--- src/rtl/xdma_grant_manager_mc_if.sv ---
// Grant handshake bundle between the XDMA grant manager and the previous hop.
interface xdma_grant_manager_mc_if #(
  parameter int unsigned ChanIdWidth = 2
);
  logic                   grant_valid_o;
  logic [ChanIdWidth-1:0] grant_chan_o;
  logic                   grant_ready_i;

  modport master (output grant_valid_o, output grant_chan_o, input grant_ready_i);
  modport slave  (input grant_valid_o, input grant_chan_o, output grant_ready_i);
endinterface

--- src/rtl/xdma_grant_manager_mc.sv ---
// Multi-channel XDMA grant manager: per-channel grant FSMs sharing one locked round-robin grant port.
// Optional stall timeout flags enabled by defining XDMA_GRANT_TIMEOUT_EN.
module xdma_grant_manager_mc #(
  parameter int unsigned NumChannels   = 4,
  parameter int unsigned GrantCntWidth = 8,
  parameter int unsigned TimeoutCycles = 1024,
  localparam int unsigned ChanIdWidth  = (NumChannels > 1) ? $clog2(NumChannels) : 1
) (
  input  logic                               clk_i,
  input  logic                               rst_ni,
  input  logic [NumChannels-1:0]             dma_type_i,
  input  logic [NumChannels-1:0]             is_first_cw_i,
  input  logic [NumChannels-1:0]             ready_to_transfer_i,
  input  logic [NumChannels*GrantCntWidth-1:0] num_grants_i,
  xdma_grant_manager_mc_if.master            gnt_if,
  output logic [NumChannels-1:0]             chan_busy_o,
  output logic [NumChannels-1:0]             timeout_o
);

  typedef enum logic [1:0] {
    IDLE        = 2'd0,
    PENDING     = 2'd1,
    WAIT_FINISH = 2'd2
  } state_e;

  state_e                   r_state [NumChannels];
  logic [GrantCntWidth-1:0] r_rem   [NumChannels];
  logic [ChanIdWidth-1:0]   r_ptr;
  logic                     r_locked;
  logic [ChanIdWidth-1:0]   r_lock_chan;

  logic [NumChannels-1:0]   w_live;
  logic [NumChannels-1:0]   w_need;
  logic [NumChannels-1:0]   w_req;
  logic [NumChannels-1:0]   w_hs_chan;
  logic [GrantCntWidth-1:0] w_num [NumChannels];
  logic                     w_rr_valid;
  logic [ChanIdWidth-1:0]   w_rr_chan;
  int unsigned              w_idx;
  logic                     w_valid;
  logic [ChanIdWidth-1:0]   w_sel;
  logic                     w_hs;

  assign w_live = ready_to_transfer_i & dma_type_i;
  assign w_need = w_live & ~is_first_cw_i;

  always_comb begin
    for (int unsigned c = 0; c < NumChannels; c++) begin
      w_num[c] = num_grants_i[c*GrantCntWidth +: GrantCntWidth];
      w_req[c] = (r_state[c] == PENDING) && w_live[c];
    end
  end

  // Round-robin search starting at r_ptr; first requester found wins.
  always_comb begin
    w_rr_valid = 1'b0;
    w_rr_chan  = '0;
    w_idx      = 0;
    for (int unsigned i = 0; i < NumChannels; i++) begin
      w_idx = (32'(r_ptr) + i) % NumChannels;
      if (!w_rr_valid && w_req[w_idx]) begin
        w_rr_valid = 1'b1;
        w_rr_chan  = w_idx[ChanIdWidth-1:0];
      end
    end
  end

  // A locked offer is held until handshake; it only drops if the locked channel stops being live.
  assign w_valid = r_locked ? w_req[r_lock_chan] : w_rr_valid;
  assign w_sel   = r_locked ? r_lock_chan : w_rr_chan;
  assign w_hs    = w_valid & gnt_if.grant_ready_i;

  assign gnt_if.grant_valid_o = w_valid;
  assign gnt_if.grant_chan_o  = w_valid ? w_sel : '0;

  always_comb begin
    for (int unsigned c = 0; c < NumChannels; c++) begin
      w_hs_chan[c] = w_hs && (32'(w_sel) == c);
      chan_busy_o[c] = (r_state[c] != IDLE);
    end
  end

  always_ff @(posedge clk_i or negedge rst_ni) begin
    if (!rst_ni) begin
      r_ptr       <= '0;
      r_locked    <= 1'b0;
      r_lock_chan <= '0;
    end else if (w_hs) begin
      r_ptr       <= (32'(w_sel) == NumChannels - 1) ? '0 : w_sel + 1'b1;
      r_locked    <= 1'b0;
    end else begin
      r_locked    <= w_valid;
      r_lock_chan <= w_sel;
    end
  end

  always_ff @(posedge clk_i or negedge rst_ni) begin
    if (!rst_ni) begin
      for (int unsigned c = 0; c < NumChannels; c++) begin
        r_state[c] <= IDLE;
        r_rem[c]   <= '0;
      end
    end else begin
      for (int unsigned c = 0; c < NumChannels; c++) begin
        case (r_state[c])
          IDLE: begin
            if (w_need[c]) begin
              r_state[c] <= PENDING;
              r_rem[c]   <= (w_num[c] == '0) ? GrantCntWidth'(1) : w_num[c];
            end
          end
          PENDING: begin
            if (!w_live[c]) begin
              r_state[c] <= IDLE;
              r_rem[c]   <= '0;
            end else if (w_hs_chan[c] && (r_rem[c] != '0)) begin
              r_rem[c] <= r_rem[c] - 1'b1;
              if (r_rem[c] == GrantCntWidth'(1)) r_state[c] <= WAIT_FINISH;
            end
          end
          WAIT_FINISH: begin
            if (!w_live[c]) r_state[c] <= IDLE;
          end
          default: r_state[c] <= IDLE;
        endcase
      end
    end
  end

`ifdef XDMA_GRANT_TIMEOUT_EN
  localparam int unsigned StallW = $clog2(TimeoutCycles);

  logic [StallW-1:0]      r_stall [NumChannels];
  logic [NumChannels-1:0] r_timeout;

  // Flag sets on the same edge the saturating counter reaches TimeoutCycles-1.
  always_ff @(posedge clk_i or negedge rst_ni) begin
    if (!rst_ni) begin
      r_timeout <= '0;
      for (int unsigned c = 0; c < NumChannels; c++) r_stall[c] <= '0;
    end else begin
      for (int unsigned c = 0; c < NumChannels; c++) begin
        if ((r_state[c] == PENDING) && w_live[c] && !w_hs_chan[c]) begin
          if (r_stall[c] != StallW'(TimeoutCycles - 1)) r_stall[c] <= r_stall[c] + 1'b1;
          if (32'(r_stall[c]) >= TimeoutCycles - 2) r_timeout[c] <= 1'b1;
        end else begin
          r_stall[c] <= '0;
        end
      end
    end
  end

  assign timeout_o = r_timeout;
`else
  assign timeout_o = '0;
`endif

endmodule
--- src/flat_wrapper.sv ---
// flat-port wrapper written by rule: the top's interface ports become plain ports
module xdma_grant_manager_mc_flat 
#(
  parameter int unsigned NumChannels   = 4,
  parameter int unsigned GrantCntWidth = 8,
  parameter int unsigned TimeoutCycles = 1024,
  localparam int unsigned ChanIdWidth  = (NumChannels > 1) ? $clog2(NumChannels) : 1
)
  (clk_i, rst_ni, dma_type_i, is_first_cw_i, ready_to_transfer_i, num_grants_i, chan_busy_o, timeout_o, gnt_if_grant_valid_o, gnt_if_grant_chan_o, gnt_if_grant_ready_i);
  xdma_grant_manager_mc_if gnt_if_i ();
  input  logic clk_i;
  input  logic rst_ni;
  input  logic [NumChannels-1:0] dma_type_i;
  input  logic [NumChannels-1:0] is_first_cw_i;
  input  logic [NumChannels-1:0] ready_to_transfer_i;
  input  logic [NumChannels*GrantCntWidth-1:0] num_grants_i;
  output logic [NumChannels-1:0] chan_busy_o;
  output logic [NumChannels-1:0] timeout_o;
  output wire logic [$bits(gnt_if_i.grant_valid_o)-1:0] gnt_if_grant_valid_o;
  output wire logic [$bits(gnt_if_i.grant_chan_o)-1:0] gnt_if_grant_chan_o;
  input wire logic [$bits(gnt_if_i.grant_ready_i)-1:0] gnt_if_grant_ready_i;
  assign gnt_if_grant_valid_o = gnt_if_i.grant_valid_o;
  assign gnt_if_grant_chan_o = gnt_if_i.grant_chan_o;
  assign gnt_if_i.grant_ready_i = gnt_if_grant_ready_i;
  xdma_grant_manager_mc #(.NumChannels(NumChannels), .GrantCntWidth(GrantCntWidth), .TimeoutCycles(TimeoutCycles)) u_core (.clk_i(clk_i), .rst_ni(rst_ni), .dma_type_i(dma_type_i), .is_first_cw_i(is_first_cw_i), .ready_to_transfer_i(ready_to_transfer_i), .num_grants_i(num_grants_i), .gnt_if(gnt_if_i), .chan_busy_o(chan_busy_o), .timeout_o(timeout_o));
endmodule
--- config.mk ---
export PLATFORM = sky130hd
export DESIGN_NAME = xdma_grant_manager_mc_flat
export DESIGN_NICKNAME = d
export VERILOG_FILES = /design/src/rtl/xdma_grant_manager_mc_if.sv /design/src/rtl/xdma_grant_manager_mc.sv /design/src/flat_wrapper.sv
export SDC_FILE = /design/constraint.sdc
export NUM_CORES = 1
export LEC_CHECK = 0
export CAP_MARGIN = 10
export CORE_UTILIZATION = 31
export CTS_CLUSTER_SIZE = 10
export DETAILED_ROUTE_END_ITERATION = 10
export DONT_BUFFER_PORTS = 1
export PLACE_DENSITY = 0.46
export RECOVER_POWER = 50
export SYNTH_ARGS = -nofsm -noshare
export SYNTH_HDL_FRONTEND = slang
export SYNTH_SLANG_ARGS = --single-unit
--- constraint.sdc ---
create_clock -name clk_i -period 10 [get_ports clk_i]
set_clock_uncertainty 0.15 [all_clocks]
set_input_delay 3 -clock clk_i [delete_from_list [all_inputs] [get_ports clk_i]]
set_output_delay 3 -clock clk_i [all_outputs]
set_load 0.05 [all_outputs]
==> flow_metrics.env <==
export IMPL_cts_made_buffers=5
export IMPL_period_share_pct=84.84
export IMPL_cap_viol_max_count=0
export IMPL_final_cell_area_um2=3631
export IMPL_final_cells=553
export IMPL_p_comb_share_pct=37.6
export IMPL_pre_cts_slack_ns=1.520
export IMPL_die_h_um=108.1
export IMPL_synthSimpleGateAreaFrac_pct=28.48
export IMPL_syn_area_per_cell_um2=8.169
export IMPL_grt_max_degree=46
export IMPL_antenna_found_initial=0
export IMPL_cts_setup_buffers=0
export IMPL_status="completed"
export IMPL_clkSinkCount=45
export IMPL_relSlewSlack_pct=41.16
export IMPL_drc=0
export IMPL_p_leak_nw=1.456
export IMPL_cts_tree="built"
export IMPL_die_area_um2=11680
export IMPL_cp_slowest_stage_delay_ns=0.76
export IMPL_grt_overflow_total=0
export IMPL_cts_root_buffer="clkbuf_8"
export IMPL_via_per_inst=5.881
export IMPL_seq_area_frac_synth_pct=32.28
export IMPL_synthMuxAreaShare_pct=1.901
export IMPL_portBuffers=0
export IMPL_cp_slowest_cell="nor3_2"
export IMPL_critical_path_class="input port to primary output"
export IMPL_area_delta_synth_final_pct=4.089
export IMPL_yosysWarnings=0
export IMPL_clkPwrFrac_pct=17.8
export IMPL_p_sw_share_pct=42.90
export IMPL_synth_edf_count=0
export IMPL_ys_types=69
export IMPL_cp_required_ns=6.85
export IMPL_tns_ns=0
export IMPL_worstPathMaxFanout=16
export IMPL_drt_pass1_iterations=4
export IMPL_tightest_slew_ns=0.8794
export IMPL_ant_nets=0
export IMPL_cp_arrival_ns=5.33
export IMPL_placed_cell_area_um2=3557
export IMPL_yosys_area_share_adder_pct=4.304
export IMPL_cts_max_level=2
export IMPL_grt_pass1_wl_mm=15.59
export IMPL_hold_class="register to register"
export IMPL_dp_hpwl_mm=7.103
export IMPL_placed_cells_incl_taps=547
export IMPL_cts_hold_buf=0
export IMPL_layout_nets=473
export IMPL_synthXorXnorAreaFrac_pct=0.2511
export IMPL_track_usage_pct=17.04
export IMPL_max_freq_ghz=0.1179
export IMPL_core_area_um2=10890
export IMPL_p_per_area_nw_per_um2=169.5
export IMPL_fin_crit_ns=8.484
export IMPL_hold_violations=0
export IMPL_p_int_mw=0.3514
export IMPL_synth_main_ff_cell="dfrtp_1"
export IMPL_end_kind="primary output"
export IMPL_synth_cells=427
export IMPL_diodes=0
export IMPL_nFillCells=1136
export IMPL_p_seq_share_pct=44.6
export IMPL_finalWeightedCongestion=0.8191
export IMPL_io_pins=58
export IMPL_slew_violations=0
export IMPL_finalSetupViolCount=0
export IMPL_hold_worst_slack_ns=0.3738
export IMPL_layout_drive_gt1_share_pct=6.053
export IMPL_synth_compound_area_share_pct=27.33
export IMPL_async_flop_share_pct=100.0
export IMPL_rsz0062_at_grt="no"
export IMPL_layout_common_cells="nand2_1 (47), dfrtp_1 (45), nor2_1 (41)"
export IMPL_wl_per_cell_um=17.63
export IMPL_path_clk_slew_ns=0.08
export IMPL_fin_ws_ns=1.516
export IMPL_switchingPower_mw=0.2640
export IMPL_first_global_vias=3157
export IMPL_synth_top_family_by_area="simple AND/OR/NAND/NOR gates"
export IMPL_drt_wl_total_mm=9.749
export IMPL_clockBufferDepth=2
export IMPL_cts_resized=0
export IMPL_ir_drop_mv=0.1083
export IMPL_clock_latency_ns=0.30
export IMPL_die_x_um=108.1
export IMPL_first_iter_violations=170
export IMPL_mostFrequentLayoutCell="nand2_1"
export IMPL_cp_cell_sequence="and4b_1, nor2_1, and3_1, o311ai_2, nand3_1, nor3_2"
export IMPL_syn_cell_area_um2=3488
export IMPL_vias=3252
export IMPL_ys_seq_elements=45
export IMPL_row_count=38
export IMPL_initial_core_util_pct=32.04
export IMPL_worstSetupStartpointType="input port"
## cell usage after synthesis (3+ instances only)
cell | n | area share (%)
and3_1 | 3 | 0.54
o2111ai_1 | 3 | 0.75
o22ai_1 | 7 | 1.3
o22a_1 | 3 | 0.75
mux2_2 | 3 | 0.97
dfrtp_1 | 45 | 32
a22o_1 | 5 | 1.3
buf_2 | 5 | 0.72
inv_1 | 15 | 1.6
o211ai_1 | 4 | 0.86
a211o_1 | 3 | 0.75
nor2b_1 | 4 | 0.72
or2_2 | 7 | 1.3
a211oi_1 | 5 | 1.1
a21o_1 | 4 | 0.86
a21oi_1 | 31 | 4.4
nand2_1 | 47 | 5.1
or4_1 | 3 | 0.65
o21ai_0 | 20 | 2.9
buf_4 | 7 | 1.5
nand2b_1 | 11 | 2.0
a221o_1 | 6 | 1.7
a31oi_1 | 6 | 1.1
and4b_1 | 5 | 1.4
nor3_1 | 16 | 2.3
o21a_1 | 4 | 0.86
nor4_1 | 12 | 2.2
or3_1 | 3 | 0.54
a22oi_1 | 3 | 0.65
nor2_1 | 41 | 4.4
clkbuf_1 | 11 | 1.2
and2_1 | 5 | 0.90
nand3_1 | 13 | 1.9
nand4_1 | 4 | 0.72
ha_1 | 12 | 4.3
a2bb2oi_1 | 6 | 1.5
nand4b_1 | 5 | 1.3
## critical path: cells and delay by family
family          cells  cell delay (ns)
simple gates        5             1.91
compound gates      1             0.41
## power by group through the flow
stage / Clock [mW] / Sequential (mW) / Combinational [mW]
2_1_floorplan: 0 / 0.256 / 0.199
3_3_place_gp: 0 / 0.276 / 0.229
3_5_place_dp: 0 / 0.275 / 0.230
4_1_cts: 0.116 / 0.272 / 0.231
5_1_grt: 0.124 / 0.280 / 0.256
6_report: 0.109 / 0.275 / 0.231
## flip-flops by register name, indices dropped and copies added, names as in the netlist
register and flops:
u_core.r_ptr 2, u_core.r_locked 1, u_core.r_rem 32, u_core.r_lock_chan 2
u_core.r_state 8
## per-stage QoR
| stage | utilization (%) | total power [mW] |
|---|---|---|
| after CTS | 33.35 | 0.6190 |
| final | 33.35 | 0.6154 |
| after detailed placement | 32.67 | 0.5054 |
| after floorplan | - | 0.4550 |
| after global placement | 32.67 | 0.5052 |
| after global routing | 33.35 | 0.6601 |
## final timing paths
check	endpoint	slack, ns	cells after the start	from
min reg2reg	u_core.r_rem[25]	0.37	1	u_core.r_rem[25]
min	u_core.r_rem[25]	0.37	1	u_core.r_rem[25]
max reg2reg	u_core.r_rem[30]	6.47	8	u_core.r_state[7]
min in group asynchronous	u_core.r_rem[0]	2.24	0	rst_ni
max in group asynchronous	u_core.r_rem[17]	7.37	0	rst_ni
max	gnt_if_grant_chan_o[1]	1.52	6	ready_to_transfer_i[0]
## final cells by class
type,count,area (um^2),area share (%)
clock inverter,1,5.005,0.1378
tap,140,175.2,4.824
clock buffer,5,68.82,1.895
inverter,15,56.30,1.551
multi-input combinational,346,2192,60.37
timing repair buffer,1,7.507,0.2068
sequential,45,1126,31.01
## per-layer routing
layer  global-route usage, %  up-vias  wire (um)
met5                       0        -          0
met4                   5.773        0        137
met3                   4.340       14        635
met2                   25.93      100       4284
met1                   23.30     1566       4692
li1                        -     1572          -
## logic make-up (layout without fill, tap and decap cells)
logic type	count (synthesis)	in the layout
buffers and inverters	39	22
other	1	4
multiplexers	5	5
flip-flops	45	45
AND/OR/NAND/NOR	189	189
adder cells (fa/ha/maj)	12	12
XOR/XNOR	1	1
AO/OA/AOI/OAI	135	135
No activity file was read; power rests on OpenSTA's default activity.
